<file path="src/rtl/fprint_port_arbiter_pkg.sv">
// Shared widths, register-command opcodes and arbiter FSM states for the
// fingerprint register-file port arbiter.
package fprint_port_arbiter_pkg;

    localparam int FP_CRC_WIDTH = 32;
    localparam int FP_KEY_WIDTH = 4;

    typedef enum logic [2:0] {
        OP_IDLE        = 3'd0,
        OP_WR_CORE0    = 3'd1,
        OP_WR_CORE1    = 3'd2,
        OP_VERIFY      = 3'd3,
        OP_RESET_READY = 3'd4,
        OP_RESET_TASK  = 3'd5,
        OP_STATUS_WR   = 3'd6
    } reg_op_e;

    typedef enum logic [1:0] {
        ST_IDLE  = 2'd0,
        ST_ISSUE = 2'd1,
        ST_ACK   = 2'd2
    } arb_state_e;

endpackage

</file>
<file path="src/rtl/fprint_port_arbiter_if.sv">
// Command bus from the arbiter into the fingerprint register file.
interface fprint_port_arbiter_if
    import fprint_port_arbiter_pkg::*;
#(
    parameter int CRC_WIDTH = FP_CRC_WIDTH,
    parameter int KEY_WIDTH = FP_KEY_WIDTH
);
    logic                 reg_cmd_valid;
    logic [2:0]           reg_cmd_op;
    logic [KEY_WIDTH-1:0] reg_cmd_task;
    logic [CRC_WIDTH-1:0] reg_cmd_data;

    modport master (
        output reg_cmd_valid,
        output reg_cmd_op,
        output reg_cmd_task,
        output reg_cmd_data
    );

    modport slave (
        input reg_cmd_valid,
        input reg_cmd_op,
        input reg_cmd_task,
        input reg_cmd_data
    );
endinterface

</file>
<file path="src/rtl/fprint_rr2.sv">
// Two-way round-robin core picker with per-core saturating starvation counters;
// a starved requesting core is preferred over a non-starved one.
module fprint_rr2 #(
    parameter int STARVE_LIMIT = 8
) (
    input  logic       clk,
    input  logic       reset_n,
    input  logic [1:0] req,
    input  logic       arb,
    input  logic       grant_vld,
    input  logic       grant_idx,
    output logic       chosen,
    output logic [1:0] starved
);
    localparam int CNT_W = $clog2(STARVE_LIMIT + 1);
    localparam logic [CNT_W-1:0] LIMIT = CNT_W'(STARVE_LIMIT);

    logic [CNT_W-1:0] cnt [2];
    logic             rr_last;
    logic [1:0]       cand;

    assign starved = {cnt[1] == LIMIT, cnt[0] == LIMIT};

    always_comb begin
        cand   = (|(starved & req)) ? (starved & req) : req;
        chosen = (cand == 2'b11) ? ~rr_last : cand[1];
    end

    // Counters only move in an arbitration round; a loser that is requesting ages.
    always_ff @(posedge clk or negedge reset_n) begin
        if (!reset_n) begin
            cnt[0]  <= '0;
            cnt[1]  <= '0;
            rr_last <= 1'b1;
        end else if (arb) begin
            for (int i = 0; i < 2; i++) begin
                if (grant_vld && (grant_idx == i[0]))
                    cnt[i] <= '0;
                else if (req[i] && (cnt[i] != LIMIT))
                    cnt[i] <= cnt[i] + 1'b1;
            end
            if (grant_vld)
                rr_last <= grant_idx;
        end
    end
endmodule

</file>
<file path="src/rtl/fprint_port_arbiter.sv">
// Serialises core fingerprint writes and comparator requests onto the single
// register-file command port: IDLE -> ISSUE (command strobe) -> ACK (requester ack).
module fprint_port_arbiter
    import fprint_port_arbiter_pkg::*;
#(
    parameter int CRC_WIDTH    = FP_CRC_WIDTH,
    parameter int KEY_WIDTH    = FP_KEY_WIDTH,
    parameter int STARVE_LIMIT = 8
) (
    input  logic                 clk,
    input  logic                 reset_n,
    input  logic                 core0_req,
    input  logic [KEY_WIDTH-1:0] core0_task,
    input  logic [CRC_WIDTH-1:0] core0_crc,
    output logic                 core0_ack,
    input  logic                 core1_req,
    input  logic [KEY_WIDTH-1:0] core1_task,
    input  logic [CRC_WIDTH-1:0] core1_crc,
    output logic                 core1_ack,
    input  logic [KEY_WIDTH-1:0] comp_task,
    input  logic                 comp_mismatch,
    input  logic                 comp_task_verified,
    input  logic                 comp_reset_fprint_ready,
    input  logic                 comp_reset_task,
    input  logic                 comp_status_write,
    output logic                 fprint_reg_ack,
    output logic                 reset_fprint_ack,
    output logic                 reset_task_ack,
    output logic                 comp_status_ack,
    fprint_port_arbiter_if.master reg_cmd,
    output logic                 busy
);
    arb_state_e           state;
    logic [1:0]           core_req;
    logic                 comp_any;
    logic                 arb;
    logic                 core_chosen;
    logic [1:0]           starved;
    logic                 core_win;
    reg_op_e              win_op;
    logic [KEY_WIDTH-1:0] win_task;
    logic [CRC_WIDTH-1:0] win_data;

    assign core_req = {core1_req, core0_req};
    assign comp_any = comp_task_verified | comp_reset_fprint_ready |
                      comp_reset_task | comp_status_write;
    assign arb      = (state == ST_IDLE) && ((|core_req) || comp_any);

    fprint_rr2 #(.STARVE_LIMIT(STARVE_LIMIT)) u_rr2 (
        .clk       (clk),
        .reset_n   (reset_n),
        .req       (core_req),
        .arb       (arb),
        .grant_vld (core_win),
        .grant_idx (core_chosen),
        .chosen    (core_chosen),
        .starved   (starved)
    );

    // Starved core first, then the comparator (fixed internal priority), then cores.
    always_comb begin
        core_win = 1'b0;
        win_op   = OP_IDLE;
        win_task = '0;
        win_data = '0;
        if ((|(starved & core_req)) || (!comp_any && (|core_req))) begin
            core_win = 1'b1;
            win_op   = core_chosen ? OP_WR_CORE1 : OP_WR_CORE0;
            win_task = core_chosen ? core1_task : core0_task;
            win_data = core_chosen ? core1_crc : core0_crc;
        end else if (comp_task_verified) begin
            win_op   = OP_VERIFY;
            win_task = comp_task;
        end else if (comp_reset_fprint_ready) begin
            win_op   = OP_RESET_READY;
            win_task = comp_task;
        end else if (comp_reset_task) begin
            win_op   = OP_RESET_TASK;
            win_task = comp_task;
        end else if (comp_status_write) begin
            win_op   = OP_STATUS_WR;
            win_task = comp_task;
            win_data = {{(CRC_WIDTH-1){1'b0}}, comp_mismatch};
        end
    end

    always_ff @(posedge clk or negedge reset_n) begin
        if (!reset_n) begin
            state                 <= ST_IDLE;
            busy                  <= 1'b0;
            reg_cmd.reg_cmd_valid <= 1'b0;
            reg_cmd.reg_cmd_op    <= OP_IDLE;
            reg_cmd.reg_cmd_task  <= '0;
            reg_cmd.reg_cmd_data  <= '0;
            core0_ack             <= 1'b0;
            core1_ack             <= 1'b0;
            fprint_reg_ack        <= 1'b0;
            reset_fprint_ack      <= 1'b0;
            reset_task_ack        <= 1'b0;
            comp_status_ack       <= 1'b0;
        end else begin
            case (state)
                ST_IDLE: begin
                    if (arb) begin
                        state                 <= ST_ISSUE;
                        busy                  <= 1'b1;
                        reg_cmd.reg_cmd_valid <= 1'b1;
                        reg_cmd.reg_cmd_op    <= win_op;
                        reg_cmd.reg_cmd_task  <= win_task;
                        reg_cmd.reg_cmd_data  <= win_data;
                    end
                end
                ST_ISSUE: begin
                    // The opcode still held on the bus names the requester to ack.
                    state                 <= ST_ACK;
                    reg_cmd.reg_cmd_valid <= 1'b0;
                    reg_cmd.reg_cmd_op    <= OP_IDLE;
                    reg_cmd.reg_cmd_task  <= '0;
                    reg_cmd.reg_cmd_data  <= '0;
                    core0_ack             <= (reg_cmd.reg_cmd_op == OP_WR_CORE0);
                    core1_ack             <= (reg_cmd.reg_cmd_op == OP_WR_CORE1);
                    fprint_reg_ack        <= (reg_cmd.reg_cmd_op == OP_VERIFY);
                    reset_fprint_ack      <= (reg_cmd.reg_cmd_op == OP_RESET_READY);
                    reset_task_ack        <= (reg_cmd.reg_cmd_op == OP_RESET_TASK);
                    comp_status_ack       <= (reg_cmd.reg_cmd_op == OP_STATUS_WR);
                end
                ST_ACK: begin
                    state            <= ST_IDLE;
                    busy             <= 1'b0;
                    core0_ack        <= 1'b0;
                    core1_ack        <= 1'b0;
                    fprint_reg_ack   <= 1'b0;
                    reset_fprint_ack <= 1'b0;
                    reset_task_ack   <= 1'b0;
                    comp_status_ack  <= 1'b0;
                end
                default: state <= ST_IDLE;
            endcase
        end
    end
endmodule

</file>
<file path="src/flat_wrapper.sv">
// flat-port wrapper written by rule: the top's interface ports become plain ports
module fprint_port_arbiter_flat import fprint_port_arbiter_pkg::*;
#(
    parameter int CRC_WIDTH    = FP_CRC_WIDTH,
    parameter int KEY_WIDTH    = FP_KEY_WIDTH,
    parameter int STARVE_LIMIT = 8
)
  (clk, reset_n, core0_req, core0_task, core0_crc, core0_ack, core1_req, core1_task, core1_crc, core1_ack, comp_task, comp_mismatch, comp_task_verified, comp_reset_fprint_ready, comp_reset_task, comp_status_write, fprint_reg_ack, reset_fprint_ack, reset_task_ack, comp_status_ack, busy, reg_cmd_reg_cmd_valid, reg_cmd_reg_cmd_op, reg_cmd_reg_cmd_task, reg_cmd_reg_cmd_data);
  fprint_port_arbiter_if #(.CRC_WIDTH(CRC_WIDTH), .KEY_WIDTH(KEY_WIDTH)) reg_cmd_i ();
  input  logic clk;
  input  logic reset_n;
  input  logic core0_req;
  input  logic [KEY_WIDTH-1:0] core0_task;
  input  logic [CRC_WIDTH-1:0] core0_crc;
  output logic core0_ack;
  input  logic core1_req;
  input  logic [KEY_WIDTH-1:0] core1_task;
  input  logic [CRC_WIDTH-1:0] core1_crc;
  output logic core1_ack;
  input  logic [KEY_WIDTH-1:0] comp_task;
  input  logic comp_mismatch;
  input  logic comp_task_verified;
  input  logic comp_reset_fprint_ready;
  input  logic comp_reset_task;
  input  logic comp_status_write;
  output logic fprint_reg_ack;
  output logic reset_fprint_ack;
  output logic reset_task_ack;
  output logic comp_status_ack;
  output logic busy;
  output wire logic [$bits(reg_cmd_i.reg_cmd_valid)-1:0] reg_cmd_reg_cmd_valid;
  output wire logic [$bits(reg_cmd_i.reg_cmd_op)-1:0] reg_cmd_reg_cmd_op;
  output wire logic [$bits(reg_cmd_i.reg_cmd_task)-1:0] reg_cmd_reg_cmd_task;
  output wire logic [$bits(reg_cmd_i.reg_cmd_data)-1:0] reg_cmd_reg_cmd_data;
  assign reg_cmd_reg_cmd_valid = reg_cmd_i.reg_cmd_valid;
  assign reg_cmd_reg_cmd_op = reg_cmd_i.reg_cmd_op;
  assign reg_cmd_reg_cmd_task = reg_cmd_i.reg_cmd_task;
  assign reg_cmd_reg_cmd_data = reg_cmd_i.reg_cmd_data;
  fprint_port_arbiter #(.CRC_WIDTH(CRC_WIDTH), .KEY_WIDTH(KEY_WIDTH), .STARVE_LIMIT(STARVE_LIMIT)) u_core (.clk(clk), .reset_n(reset_n), .core0_req(core0_req), .core0_task(core0_task), .core0_crc(core0_crc), .core0_ack(core0_ack), .core1_req(core1_req), .core1_task(core1_task), .core1_crc(core1_crc), .core1_ack(core1_ack), .comp_task(comp_task), .comp_mismatch(comp_mismatch), .comp_task_verified(comp_task_verified), .comp_reset_fprint_ready(comp_reset_fprint_ready), .comp_reset_task(comp_reset_task), .comp_status_write(comp_status_write), .fprint_reg_ack(fprint_reg_ack), .reset_fprint_ack(reset_fprint_ack), .reset_task_ack(reset_task_ack), .comp_status_ack(comp_status_ack), .reg_cmd(reg_cmd_i), .busy(busy));
endmodule
</file>
<file path="config.mk">
export PLATFORM = sky130hd
export DESIGN_NAME = fprint_port_arbiter_flat
export DESIGN_NICKNAME = d
export VERILOG_FILES = /design/src/rtl/fprint_port_arbiter_pkg.sv /design/src/rtl/fprint_port_arbiter_if.sv /design/src/rtl/fprint_rr2.sv /design/src/rtl/fprint_port_arbiter.sv /design/src/flat_wrapper.sv
export SDC_FILE = /design/constraint.sdc
export NUM_CORES = 1
export LEC_CHECK = 0
export CAP_MARGIN = 5
export CORE_MARGIN = 5
export CORE_UTILIZATION = 39
export CTS_CLUSTER_SIZE = 40
export DETAILED_ROUTE_END_ITERATION = 8
export PLACE_DENSITY = 0.77
export SYNTH_ARGS = -nofsm -noshare
export SYNTH_HDL_FRONTEND = slang
export SYNTH_HIERARCHICAL = 1
export SYNTH_SLANG_ARGS = --single-unit
</file>
<file path="constraint.sdc">
create_clock -name clk -period 2.82 [get_ports clk]
set_clock_uncertainty 0.1 [all_clocks]
set_input_delay 0.846 -clock clk [delete_from_list [all_inputs] [get_ports clk]]
set_output_delay 0.846 -clock clk [all_outputs]
set_load 0.01 [all_outputs]
</file>
==> reports/metrics.sh <==
DRT-VIAS-PER-INSTANCE=5.03
CTS_ROOT_BUF='sky130_fd_sc_hd__clkbuf_8'
SYNTHESIS.AREA_SQ_MM=0.00316
YOSYS_CELL_TYPES=47
MAX-VDD-IR-DROP_uV=285
TIMING.CRITICAL_PATH.FANOUT_MAX=8
TYPE_OF_THE_TIGHTEST_MIN_DELAY_CHECK='input port to asynchronous set/reset pin'
ANTENNA_FOUND_INITIAL=0
TIMING.CRITICAL_PATH.CELLS='inv_1, ha_1, and3b_1, maj3_1, a21boi_4, buf_4, mux2i_1, a21oi_1, a22o_1'
CRITPATHMAXSTAGEDELAY_NS=0.41
SYNTH-SIMPLE-AREA-SHARE=0.140
FIN_SETUP_TNS_NS=0
SYNTHCELLS=303
DRT-WIRELENGTH-PER-CELL_UM=15.4
POWERDENSITY_mW_PER_MM2=733
ASYNC_RESET_FF_FRAC=1.00
GRT_PASS1_WL_UM=14500
FLOORPLAN.INITIALDENSITY=0.404
TRITONCTS='done'
DESIGN_POWER_TOTAL_uW=3660
VIAS_IN_THE_FIRST_GLOBAL_ROUTE=3029
OUTCOME='completed'
INSERTION_DELAY_NS=0.32
CTS-ROOT-TO-SINK-BUFFERS=2
CORE_SQ_MM=0.00781
DETAIL_ROUTE.DRC_VIOLATIONS=0
FP.DIEH_UM=100
SLEW_MARGIN_REL=0.659
WORST_SETUP_HOLD_PATH_CLK_SLEW_NS=0.07
MIN_PERIOD_OVER_PERIOD=0.912
CAP_VIOL_MAX_COUNT=0
FIN_NETS=555
MAX_FREQ_GHz=0.389
PLACEMENT_ROWS=32
DESIGN.DIE.AREA_SQ_MM=0.00999
SYNTH.LARGEST_AREA_CELL='sky130_fd_sc_hd__dfrtp_1'
FINALWEIGHTEDCONGESTION=0.893
SHARE_OF_THE_SYNTHESIZED_AREA_IN_COMPOUND_GATES_AO_OA_AOI_OAI=0.192
SETUP_VIOL=0
COMBINATIONAL_FAMILY_WITH_THE_MOST_AREA_AFTER_SYNTHESIS='compound AO/OA/AOI/OAI gates'
POST_SYNTH_FA_HA_MAJ_AREA_FRACTION=0.0349
PERIOD_NEEDED_NS=2.57
POSTCTSHOLDBUFS=0
MOSTFREQUENTLAYOUTCELL='sky130_fd_sc_hd__clkdlybuf4s50_1'
GLOBAL_ROUTE.OVERFLOW_TOTAL=0
FINALHOLDWORSTSLACK_NS=0.349
DRT_PRE_ANTENNA_ITERS=4
RSZ_0062_RAISED_AFTER_GLOBAL_ROUTING='false'
FINAL_COUNT_OF_HOLD_TIMING_VIOLATIONS=0
CTS-BUFFERS-INSERTED=9
AVGSYNTHCELLAREA_SQ_UM=10.4
SYNTH-XOR-AREA-SHARE=0
TOP_LEVEL_PORTS=132
SYNTH_TOP_CELLS_BY_AREA='sky130_fd_sc_hd__dfrtp_1, sky130_fd_sc_hd__mux2i_1, sky130_fd_sc_hd__o21ai_2, sky130_fd_sc_hd__nand2_1, sky130_fd_sc_hd__ha_1'
GRT_MAX_DEGREE=27
NUMCLOCKSINKS=58
PLACEDCELLCOUNT=553
LEAKAGE_uW=0.00220
SYNTH_EDF_COUNT=0
FRACTION_OF_LAYOUT_CELLS_WITH_A_SIZE_SUFFIX_ABOVE_1=0.191
CRIT_PATH_TOP_DELAY_CELL='sky130_fd_sc_hd__dfrtp_1'
TIGHTESTPINTRANSITION_NS=0.504
YOSYS_REGISTER_BITS=58
DOMINANTREGCELLSYNTH='sky130_fd_sc_hd__dfrtp_1'
MAPPEDNETLISTNETS=396
CRIT_REQUIRED_NS=2.92
FINALNONFILLERCELLS=569
POSTROUTEWIRELENGTH_UM=8790
ANT_NETS=0
POST_CTS_RESIZE_COUNT=0
DETAILEDROUTE.FIRSTITERATIONVIOLATIONS=145
MULTIPLEXER_SHARE_OF_THE_SYNTHESIZED_AREA=0.121
FINAL_ANTENNA_DIODE_COUNT=0
GRT_USAGE=0.181
FLOORPLAN.DIE.WIDTH_UM=100
SETUP_REPAIR_BUFS_AFTER_CTS=0
NUMPORTBUFFERS=131
YS.WARNINGS.COUNT=6
ENDPOINT_KIND='flip-flop'
TIMING.CRITICAL_PATH.ARRIVAL_NS=2.68
DP_HPWL_UM=7070
TIMING_WORST_SETUP_PATH_TYPE='flip-flop to flip-flop'
COUNT_OF_CELLS_ALONG_THE_WORST_REGISTER_TO_REGISTER_PATH=9
REPORT.FINAL.SLEW_VIOL_COUNT=0
TIMING.CRITICAL_PATH.FROM_TYPE='flip-flop'
MOSTFREQUENTLAYOUTCELLS='sky130_fd_sc_hd__clkdlybuf4s50_1, sky130_fd_sc_hd__dfrtp_1, sky130_fd_sc_hd__nand2_1, sky130_fd_sc_hd__mux2i_1, sky130_fd_sc_hd__o21ai_2'
ROUTE.VIAS.TOTAL=2862
AREAGROWTHSYNTHTOFINISH_PCT=58.1
SYNTH_SEQ_AREA_SHARE=0.460
H-TREE-DEPTH=3
YOSYS.AREA.TOP_TYPE_SHARE=0.452
POST-ROUTE-UTIL=0.639
-- Yosys cell counts (5+ instances only) --
cell type	instances
sky130_fd_sc_hd__dfrtp_1	57
sky130_fd_sc_hd__nand2_1	44
sky130_fd_sc_hd__mux2i_1	36
sky130_fd_sc_hd__o21ai_2	29
sky130_fd_sc_hd__inv_1	19
sky130_fd_sc_hd__o21ai_0	14
sky130_fd_sc_hd__nand3_1	11
sky130_fd_sc_hd__a22o_1	8
sky130_fd_sc_hd__ha_1	8
sky130_fd_sc_hd__a21oi_1	7
sky130_fd_sc_hd__nor2_1	6
sky130_fd_sc_hd__clkbuf_1	5
sky130_fd_sc_hd__nor3_1	5
-- metrics by stage --
stage	worst slack, ns	cell area (sq um)
after floorplan	-0.0883	3160
after global placement	0.0192	4820
after global routing	0.127	4990
after CTS	0.265	4990
final	0.247	4990
after detailed placement	-0.0636	4820
-- layer usage --
layer / routed length [um] / vias to the layer above / GRT usage / share of wire
li1: - / 1404 / - / -
met1: 3510 / 1344 / 0.214 / 0.40
met2: 4550 / 102 / 0.308 / 0.52
met3: 571 / 12 / 0.0521 / 0.065
met4: 146 / 0 / 0.0736 / 0.017
met5: 0 / - / 0 / 0
-- cell type report --
class,instances,area (sq um)
timing repair buffer,162,1610
clock buffer,13,159
fill,636,2820
clock inverter,3,15.0
sequential,58,1450
multi-input combinational,212,1550
tap,102,128
inverter,19,71.3
-- critical path: cells and delay by family, from the launching register on --
| family | cells | cell delay, ns |
|---|---|---|
| mux | 1 | 0.22 |
| fa+ha+maj | 2 | 0.60 |
| flops | 1 | 0.41 |
| simple gates | 1 | 0.28 |
| buf+inv | 2 | 0.28 |
| compound gates | 3 | 0.57 |
-- kinds of logic after synthesis --
group / Yosys count
and+or+nand+nor: 87
AOI/OAI and AO/OA: 78
DFF: 58
muxes: 38
buffers and inverters: 33
adders and majority gates: 9
-- path summary, 6_finish.rpt --
kind	startpoint	end	slack (ns)
min reg2reg	u_core/u_rr2/rr_last	u_core/u_rr2/rr_last	0.38
max in group asynchronous	reset_n	u_core/reg_cmd.reg_cmd_data[5]	1.66
min	reset_n	u_core/reg_cmd.reg_cmd_data[27]	0.35
max reg2reg	u_core/u_rr2/cnt[4]	u_core/reg_cmd.reg_cmd_task[1]	0.25
min in group clk	u_core/u_rr2/rr_last	u_core/u_rr2/rr_last	0.38
max	u_core/u_rr2/cnt[4]	u_core/reg_cmd.reg_cmd_task[1]	0.25
-- sequential cells by signal (all words and copies together) (netlist names), 2 cells and up --
signal / cells
u_core/u_rr2/cnt: 8
u_core/reg_cmd.reg_cmd_task: 4
u_core/state: 2
u_core/reg_cmd.reg_cmd_data: 32
u_core/reg_cmd.reg_cmd_op: 3
-- power by group --
| part | internal (uW) | switching (uW) | total, uW |
|---|---|---|---|
| Combinational | 895 | 891 | 1790 |
| Sequential | 1060 | 154 | 1210 |
| Clock | 363 | 303 | 666 |
| Total | 2310 | 1350 | 3660 |
Note: power is estimated with default switching activity, not from simulation.
